==> src/rtl/bcd_to_bin_seq.sv <==
// Sequential BCD-to-binary converter (reverse double-dabble), one bit per clock.
// start/done handshake; err flags any input digit above 9.
module bcd_to_bin_seq #(
   parameter int N_DIGITS = 3,
   parameter int BIN_W    = 10
) (
   input  logic                  clk,
   input  logic                  rst,
   input  logic                  start,
   input  logic [4*N_DIGITS-1:0] bcd,
   output logic [BIN_W-1:0]      bin,
   output logic                  done,
   output logic                  busy,
   output logic                  err
);

   localparam int BCD_W = 4 * N_DIGITS;
   localparam int CNT_W = $clog2(BIN_W + 1);

   typedef enum logic [1:0] {
      IDLE = 2'd0,
      CONV = 2'd1,
      DONE = 2'd2
   } state_t;

   state_t             state;
   logic [BCD_W-1:0]   work;
   logic [BIN_W-1:0]   acc;
   logic [CNT_W-1:0]   cnt;
   logic               bad;

   logic               in_bad;
   logic [BCD_W-1:0]   work_sh;
   logic [BCD_W-1:0]   work_nx;
   logic [BIN_W-1:0]   acc_sh;

   // NOTE: every always_comb output gets a default first so no path can infer a latch.
   always_comb begin
      in_bad = 1'b0;
      for (int d = 0; d < N_DIGITS; d++) begin
         if (bcd[4*d +: 4] > 4'd9) in_bad = 1'b1;
      end
   end

   // One iteration: shift {work, acc} right, then correct each digit that reached 8 or more.
   always_comb begin
      acc_sh  = {work[0], acc[BIN_W-1:1]};
      work_sh = work >> 1;
      work_nx = work_sh;
      for (int d = 0; d < N_DIGITS; d++) begin
         if (work_sh[4*d +: 4] >= 4'd8) work_nx[4*d +: 4] = work_sh[4*d +: 4] - 4'd3;
      end
   end

   // NOTE: sequential state uses non-blocking assignments so all registers update from pre-edge values.
   always_ff @(posedge clk) begin
      if (rst) begin
         state <= IDLE;
         work  <= '0;
         acc   <= '0;
         cnt   <= '0;
         bad   <= 1'b0;
         bin   <= '0;
         done  <= 1'b0;
         busy  <= 1'b0;
         err   <= 1'b0;
      end else begin
         case (state)
            IDLE: begin
               done <= 1'b0;
               if (start) begin
                  work  <= bcd;
                  acc   <= '0;
                  cnt   <= CNT_W'(BIN_W);
                  bad   <= in_bad;
                  busy  <= 1'b1;
                  state <= CONV;
               end
            end
            CONV: begin
               if (bad) begin
                  // Invalid input skips iteration entirely and reports a zero result.
                  bin   <= '0;
                  err   <= 1'b1;
                  done  <= 1'b1;
                  state <= DONE;
               end else begin
                  work <= work_nx;
                  acc  <= acc_sh;
                  cnt  <= cnt - CNT_W'(1);
                  if (cnt == CNT_W'(1)) begin
                     bin   <= acc_sh;
                     err   <= 1'b0;
                     done  <= 1'b1;
                     state <= DONE;
                  end
               end
            end
            DONE: begin
               done  <= 1'b0;
               busy  <= 1'b0;
               state <= IDLE;
            end
            default: begin
               done  <= 1'b0;
               busy  <= 1'b0;
               state <= IDLE;
            end
         endcase
      end
   end

endmodule

==> config.mk <==
export PLATFORM = sky130hd
export DESIGN_NAME = bcd_to_bin_seq
export DESIGN_NICKNAME = d
export VERILOG_FILES = /design/src/rtl/bcd_to_bin_seq.sv
export SDC_FILE = /design/constraint.sdc
export NUM_CORES = 1
export LEC_CHECK = 0
export CAP_MARGIN = 40
export CORE_MARGIN = 2
export CORE_UTILIZATION = 59
export CTS_BUF_LIST = sky130_fd_sc_hd__clkbuf_2
export DETAILED_ROUTE_END_ITERATION = 12
export GPL_ROUTABILITY_DRIVEN = 1
export GPL_TIMING_DRIVEN = 0
export PLACE_DENSITY = 0.86
export SYNTH_ARGS = -nofsm -noshare
export SYNTH_HDL_FRONTEND = slang
export SYNTH_SLANG_ARGS = --single-unit
==> constraint.sdc <==
create_clock -name clk -period 4.05 [get_ports clk]
set_input_delay 0.405 -clock clk [delete_from_list [all_inputs] [get_ports clk]]
set_output_delay 0.405 -clock clk [all_outputs]
set_load 0.005 [all_outputs]
After elaboration in Yosys (flattened, before gate mapping):

Index checks and enable logic that the tools add are counted.
Widths: inputs -> output; s select.

* add/sub/neg operators: 4
* $lt $le $gt $ge: 6
* equal/unequal tests: 5
* mux-type cells: 27
* bitwise gates (word level): 1
* reduce and logical (&&, ||, !) cells: 9

Operator list (number)
* $mux 10: 4
* $mux 12: 2
* $pmux 12 s2: 1
* $mux 4: 5
* $pmux 10 s2: 1
* $gt 4x4->1 const B: 3
* $ge 4x4->1 const B: 2
* $mux 1: 8
* $pmux 4 s2: 1
* $reduce_and 2->1: 4
* $sub 4x2->4 const B: 2
* $mux 2: 3
* $eq 4x1->1 const B: 1
* $ge 3x4->1 const B: 1
* $ne 2x2->1 const B: 2
* $pmux 2 s2: 1
* $reduce_bool 2->1: 2
* $sub 3x2->4 const B: 1
* $sub 4x1->4 const B: 1
* $ne 3x3->1 const B: 1
* $reduce_and 3->1: 1
* $eq 2x1->1 const B: 1
* $logic_not 2->1: 1
* $pmux 1 s2: 1
* other kinds (2): 2

* bits in registers: 42
* input port bits: 15
* output and inout bits: 13
* logic and storage cells: 61

Longest topological paths before layout:

* depth after elaboration: 4
* depth in mapped cells: 6
* mapped depth without buffers: 6

Worst setup path before layout:

Ideal clock, no wire load.

* path kind: register to register
* start: register cnt[0]
* end: register bin[6]
* setup time: 0.142 ns
* arrival: 1.341 ns
* data required time: 3.908 ns
* slack: 2.567 ns
* cell stages (with the launch flop): 6
* path buffers: 1
* clock period less this slack: 1.483 ns
* cell sequence: dfxtp_1 -> ha_1 -> or3b_1 -> clkbuf_1 -> o21ai_0 -> a221oi_1

* longest elaborated chain between the ends: 3

RTL lines
* from (decl): RTL line 29 `logic [CNT_W-1:0] cnt;`
* from (signal assigned): RTL line 74 `cnt <= CNT_W'(BIN_W);`
* from (signal assigned): RTL line 90 `cnt <= cnt - CNT_W'(1);`
* $eq 4x1->1: RTL line 91 `if (cnt == CNT_W'(1)) begin`
* $reduce_bool 2->1 (no line)
* $reduce_and 2->1 (no line)
* to (signal assigned): RTL line 92 `bin <= acc_sh;`
* to (decl): RTL line 11 `output logic [BIN_W-1:0] bin,`

Every way passes these cells.
A chain may end at the register's enable or synchronous reset.

Final worst setup path:

* start: register state[0]
* end: register work[5]

* longest elaborated chain between the ends: 3
* elaborated cells between the ends (all ways): 7
* those cells by class: eq/ne (3); mux (1); reduce/logical (3)

RTL lines
* from (decl): RTL line 26 `state_t state;`
* from (signal assigned): RTL line 58 `state <= IDLE;`
* from (signal assigned): RTL line 77 `state <= CONV;`
* from (signal assigned): RTL line 86 `state <= DONE;`
* $eq 2x1->1 / $logic_not 2->1 (equally long branches): RTL line 68 `case (state)`
* $ne 2x2->1 (no line) / $reduce_bool 2->1 (equally long branches)
* $reduce_and 3->1 (no line)
* to (signal assigned): RTL line 88 `work <= work_nx;`
* to (decl): RTL line 27 `logic [BCD_W-1:0] work;`

Several ways; a longest one is shown, not always the timed one.

==> reports/qor.yml <==
floorplan:
  num_rows: 20
  die-area_sq_um: 3590
  ios: 28
  fp.coreArea_sq_um: 3000
  die_h_um: 59.9
  fp.dieW_um: 59.9
  initial_core_util_pct: 61.5
clocking:
  cts_made_buffers: 5
  clockBufferDepth: 2
  cts_tree: "done"
  worstSkewPairLatency_ns: 0.43
  h-tree-depth: 2
  clk_pin_slew_ns: 0.20
  hold_buffers: 0
  cts_setup_buffers: 0
  clock-root-buffer: "clkbuf_2"
  cts_resized: 0
  cts.sinks: 41
layout:
  drive_above_1_share_pct: 6.30
  multi_input_area_sq_um: 922
  n_fill_cell: 234
  design_area_sq_um: 2210
  final_util_pct: 73.8
  antennaDiodeCount: 0
  finalNonFillerCells: 287
  nets: 274
  seqCellArea_sq_um: 821
  area_growth_pct: 19.9
timing:
  tightest_slew_ns: 0.517
  setup_viol: 0
  fin_crit_sh_pct: 44.2
  tns_ns: 0
  finalHoldViolCount: 0
  final_max_slew_viol_count: 0
  final.min_clock_period_ns: 1.79
  finClkSkew_ns: 0.0133
  final.setup.worst_slack_ns: 2.26
  slew_headroom_pct: 65.5
  fmax_mhz: 559
  hold_ws_ns: 0.250
  rsz0062_at_grt: "no"
critical_path:
  r2r_slack_ns: 2.26
  cp-start-kind: "register"
  critPathKind: "register to register"
  critPathMaxFanout: 10
  endpoint_kind: "register"
  cp.arrival_ns: 2.12
  worstReg2RegEnd: "work[5]$_SDFFE_PP0P_"
  cp.required_ns: 4.39
  rr_startpoint: "state[0]$_SDFFE_PP0P_"
  reg2reg_depth: 5
min_path:
  whs_endpoint: "busy$_SDFFE_PP0P_"
  hp-class: "input pin to register"
  hp-start: "rst"
  whs_path_depth: 2
placed_design:
  dpl.hpwl_um: 3130
  pre_cts_ws_ns: 2.06
  place_area_sq_um: 2150
  gp_congestion: 0.813
  io_buffers: 26
  dp_cells: 279
synthesis:
  yosys.area.top_type: "dfxtp_1"
  syn_area_per_cell_sq_um: 8.39
  yosysWarnings: 0
  synth_cell_type_count: 28
  yosysSeqAreaShare_pct: 44.4
  ys.flop_type: "dfxtp_1"
  synth_nets: 241
  syn_area_sq_um: 1850
  synth_top_area_share_pct: 44.4
  synth-seq-cells: 41
  synth_edf_count: 0
  synthArstFlopShare_pct: 0
  postSynthCellCount: 220
  synthMostInstantiatedCell: "dfxtp_1"
  yosys-top-cells-area: "dfxtp_1 44%, nand2_1 7.1%, a221oi_1 6.2%, nor2_1 4.5%, o21ai_0 4.3%"
  synth_common_cells: "41 x dfxtp_1, 35 x nand2_1, 22 x nor2_1"
power:
  power_frac_comb_pct: 18.9
  p_leak_nw: 0.783
  power_uw: 855
  p_per_area_nw_per_um2: 386
  vdd_drop_max_mv: 0.245
  p_switching_uw: 258
  power_frac_seq_pct: 52.9
  internal_power_uw: 597
  clockPowerShare_pct: 28.2
  swShare_pct: 30.2
global_route:
  antenna_found_initial: 0
  grt_max_degree: 14
  grt_usage_pct: 27.9
  grt_pass1_wl_um: 7450
  grt_overflow: 0
  grt_pass1_vias: 1610
drt:
  avgRoutedWirePerCell_um: 15.4
  antenna_left: 0
  wirelength_um: 4410
  drc_errors: 0
  vias_per_cell: 5.93
  vias: 1702
  drt_pre_antenna_iters: 4
  drt-initial-drc-count: 116
run_status:
  status: "completed"
run:
  max-cap-violations: 0
==> cell usage in the layout, fill, tap and decap left out, types with 3 or more instances in the layout <==
| cell type | synthesis | routed |
|---|---|---|
| dfxtp_1 | 41 | 41 |
| nand2_1 | 35 | 35 |
| clkdlybuf4s50_1 | 0 | 26 |
| nor2_1 | 22 | 22 |
| o21ai_0 | 16 | 16 |
| a221oi_1 | 13 | 13 |
| a22oi_1 | 10 | 10 |
| inv_1 | 8 | 8 |
| buf_2 | 8 | 8 |
| clkbuf_1 | 8 | 8 |
| a21oi_1 | 8 | 8 |
| nor3_1 | 7 | 7 |
| a311oi_1 | 6 | 6 |
| ha_1 | 6 | 6 |
| nand2b_1 | 5 | 5 |
| a211oi_1 | 5 | 5 |
| clkbuf_2 | 0 | 5 |
| xnor2_1 | 4 | 4 |
| a21o_1 | 3 | 3 |
==> sequential cells by signal, indices dropped and copies added (netlist names) <==
register  count
acc           9
done          1
bad           1
cnt           4
busy          1
state         2
err           1
work         12
bin          10
==> layer usage <==
metal | up-vias | track usage, % | routed length, um
met4 | 0 | 9.52 | 76
li1 | 854 | - | -
met3 | 8 | 6.28 | 197
met5 | - | 0 | 0
met2 | 44 | 43.0 | 2050
met1 | 796 | 38.5 | 2090
==> worst max-delay path by stage <==
stage	start	end	slack, ns	cells past startpoint
finish	state[0]$_SDFFE_PP0P_	work[5]$_SDFFE_PP0P_	2.26	5
detailed placement	start	work[6]$_SDFFE_PP0P_	2.06	6
global placement	start	work[10]$_SDFFE_PP0P_	2.14	6
CTS	bin[7]$_SDFFE_PP0P_	bin[7]	2.30	1
floorplan	cnt[0]$_SDFFE_PP0P_	bin[6]$_SDFFE_PP0P_	2.57	5
global route	cnt[1]$_SDFFE_PP0P_	bin[1]$_SDFFE_PP0P_	2.09	6
==> cell families (layout without fill, tap and decap cells) <==
kind of cell	Yosys count	after routing	synth area share, %
buffers and inverters	25	59	5.62
adder cells (fa/ha/maj)	6	6	4.06
flip-flops	41	41	44.4
AND/OR/NAND/NOR	76	76	18.3
XOR/XNOR	4	4	1.90
AO/OA/AOI/OAI	68	68	25.7
==> power groups by stage <==
stage	sequential, mW	combinational (mW)	clock (mW)
final	0.452	0.161	0.241
after CTS	0.451	0.160	0.243
after global routing	0.456	0.180	0.259
after floorplan	0.453	0.110	0
after global placement	0.458	0.152	0
after detailed placement	0.459	0.158	0
==> worst max-delay path, cell delays in order, from the launching register on <==
cell and delay [ns]:
dfxtp_1 0.54, nand2b_1 0.29, a21o_1 0.21, buf_2 0.25, a221oi_1 0.10, a211oi_1 0.31
==> cell type report <==
| cell class | count | area share (%) |
|---|---|---|
| Tap cell | 33 | 1.86 |
| Multi-Input combinational cell | 154 | 41.6 |
| Inverter | 8 | 1.36 |
| Timing Repair Buffer | 26 | 11.8 |
| Buffer | 17 | 3.33 |
| Sequential cell | 41 | 37.1 |
| Clock buffer | 5 | 1.13 |
| Clock inverter | 3 | 1.86 |
No activity file was read; power rests on OpenSTA's default activity.
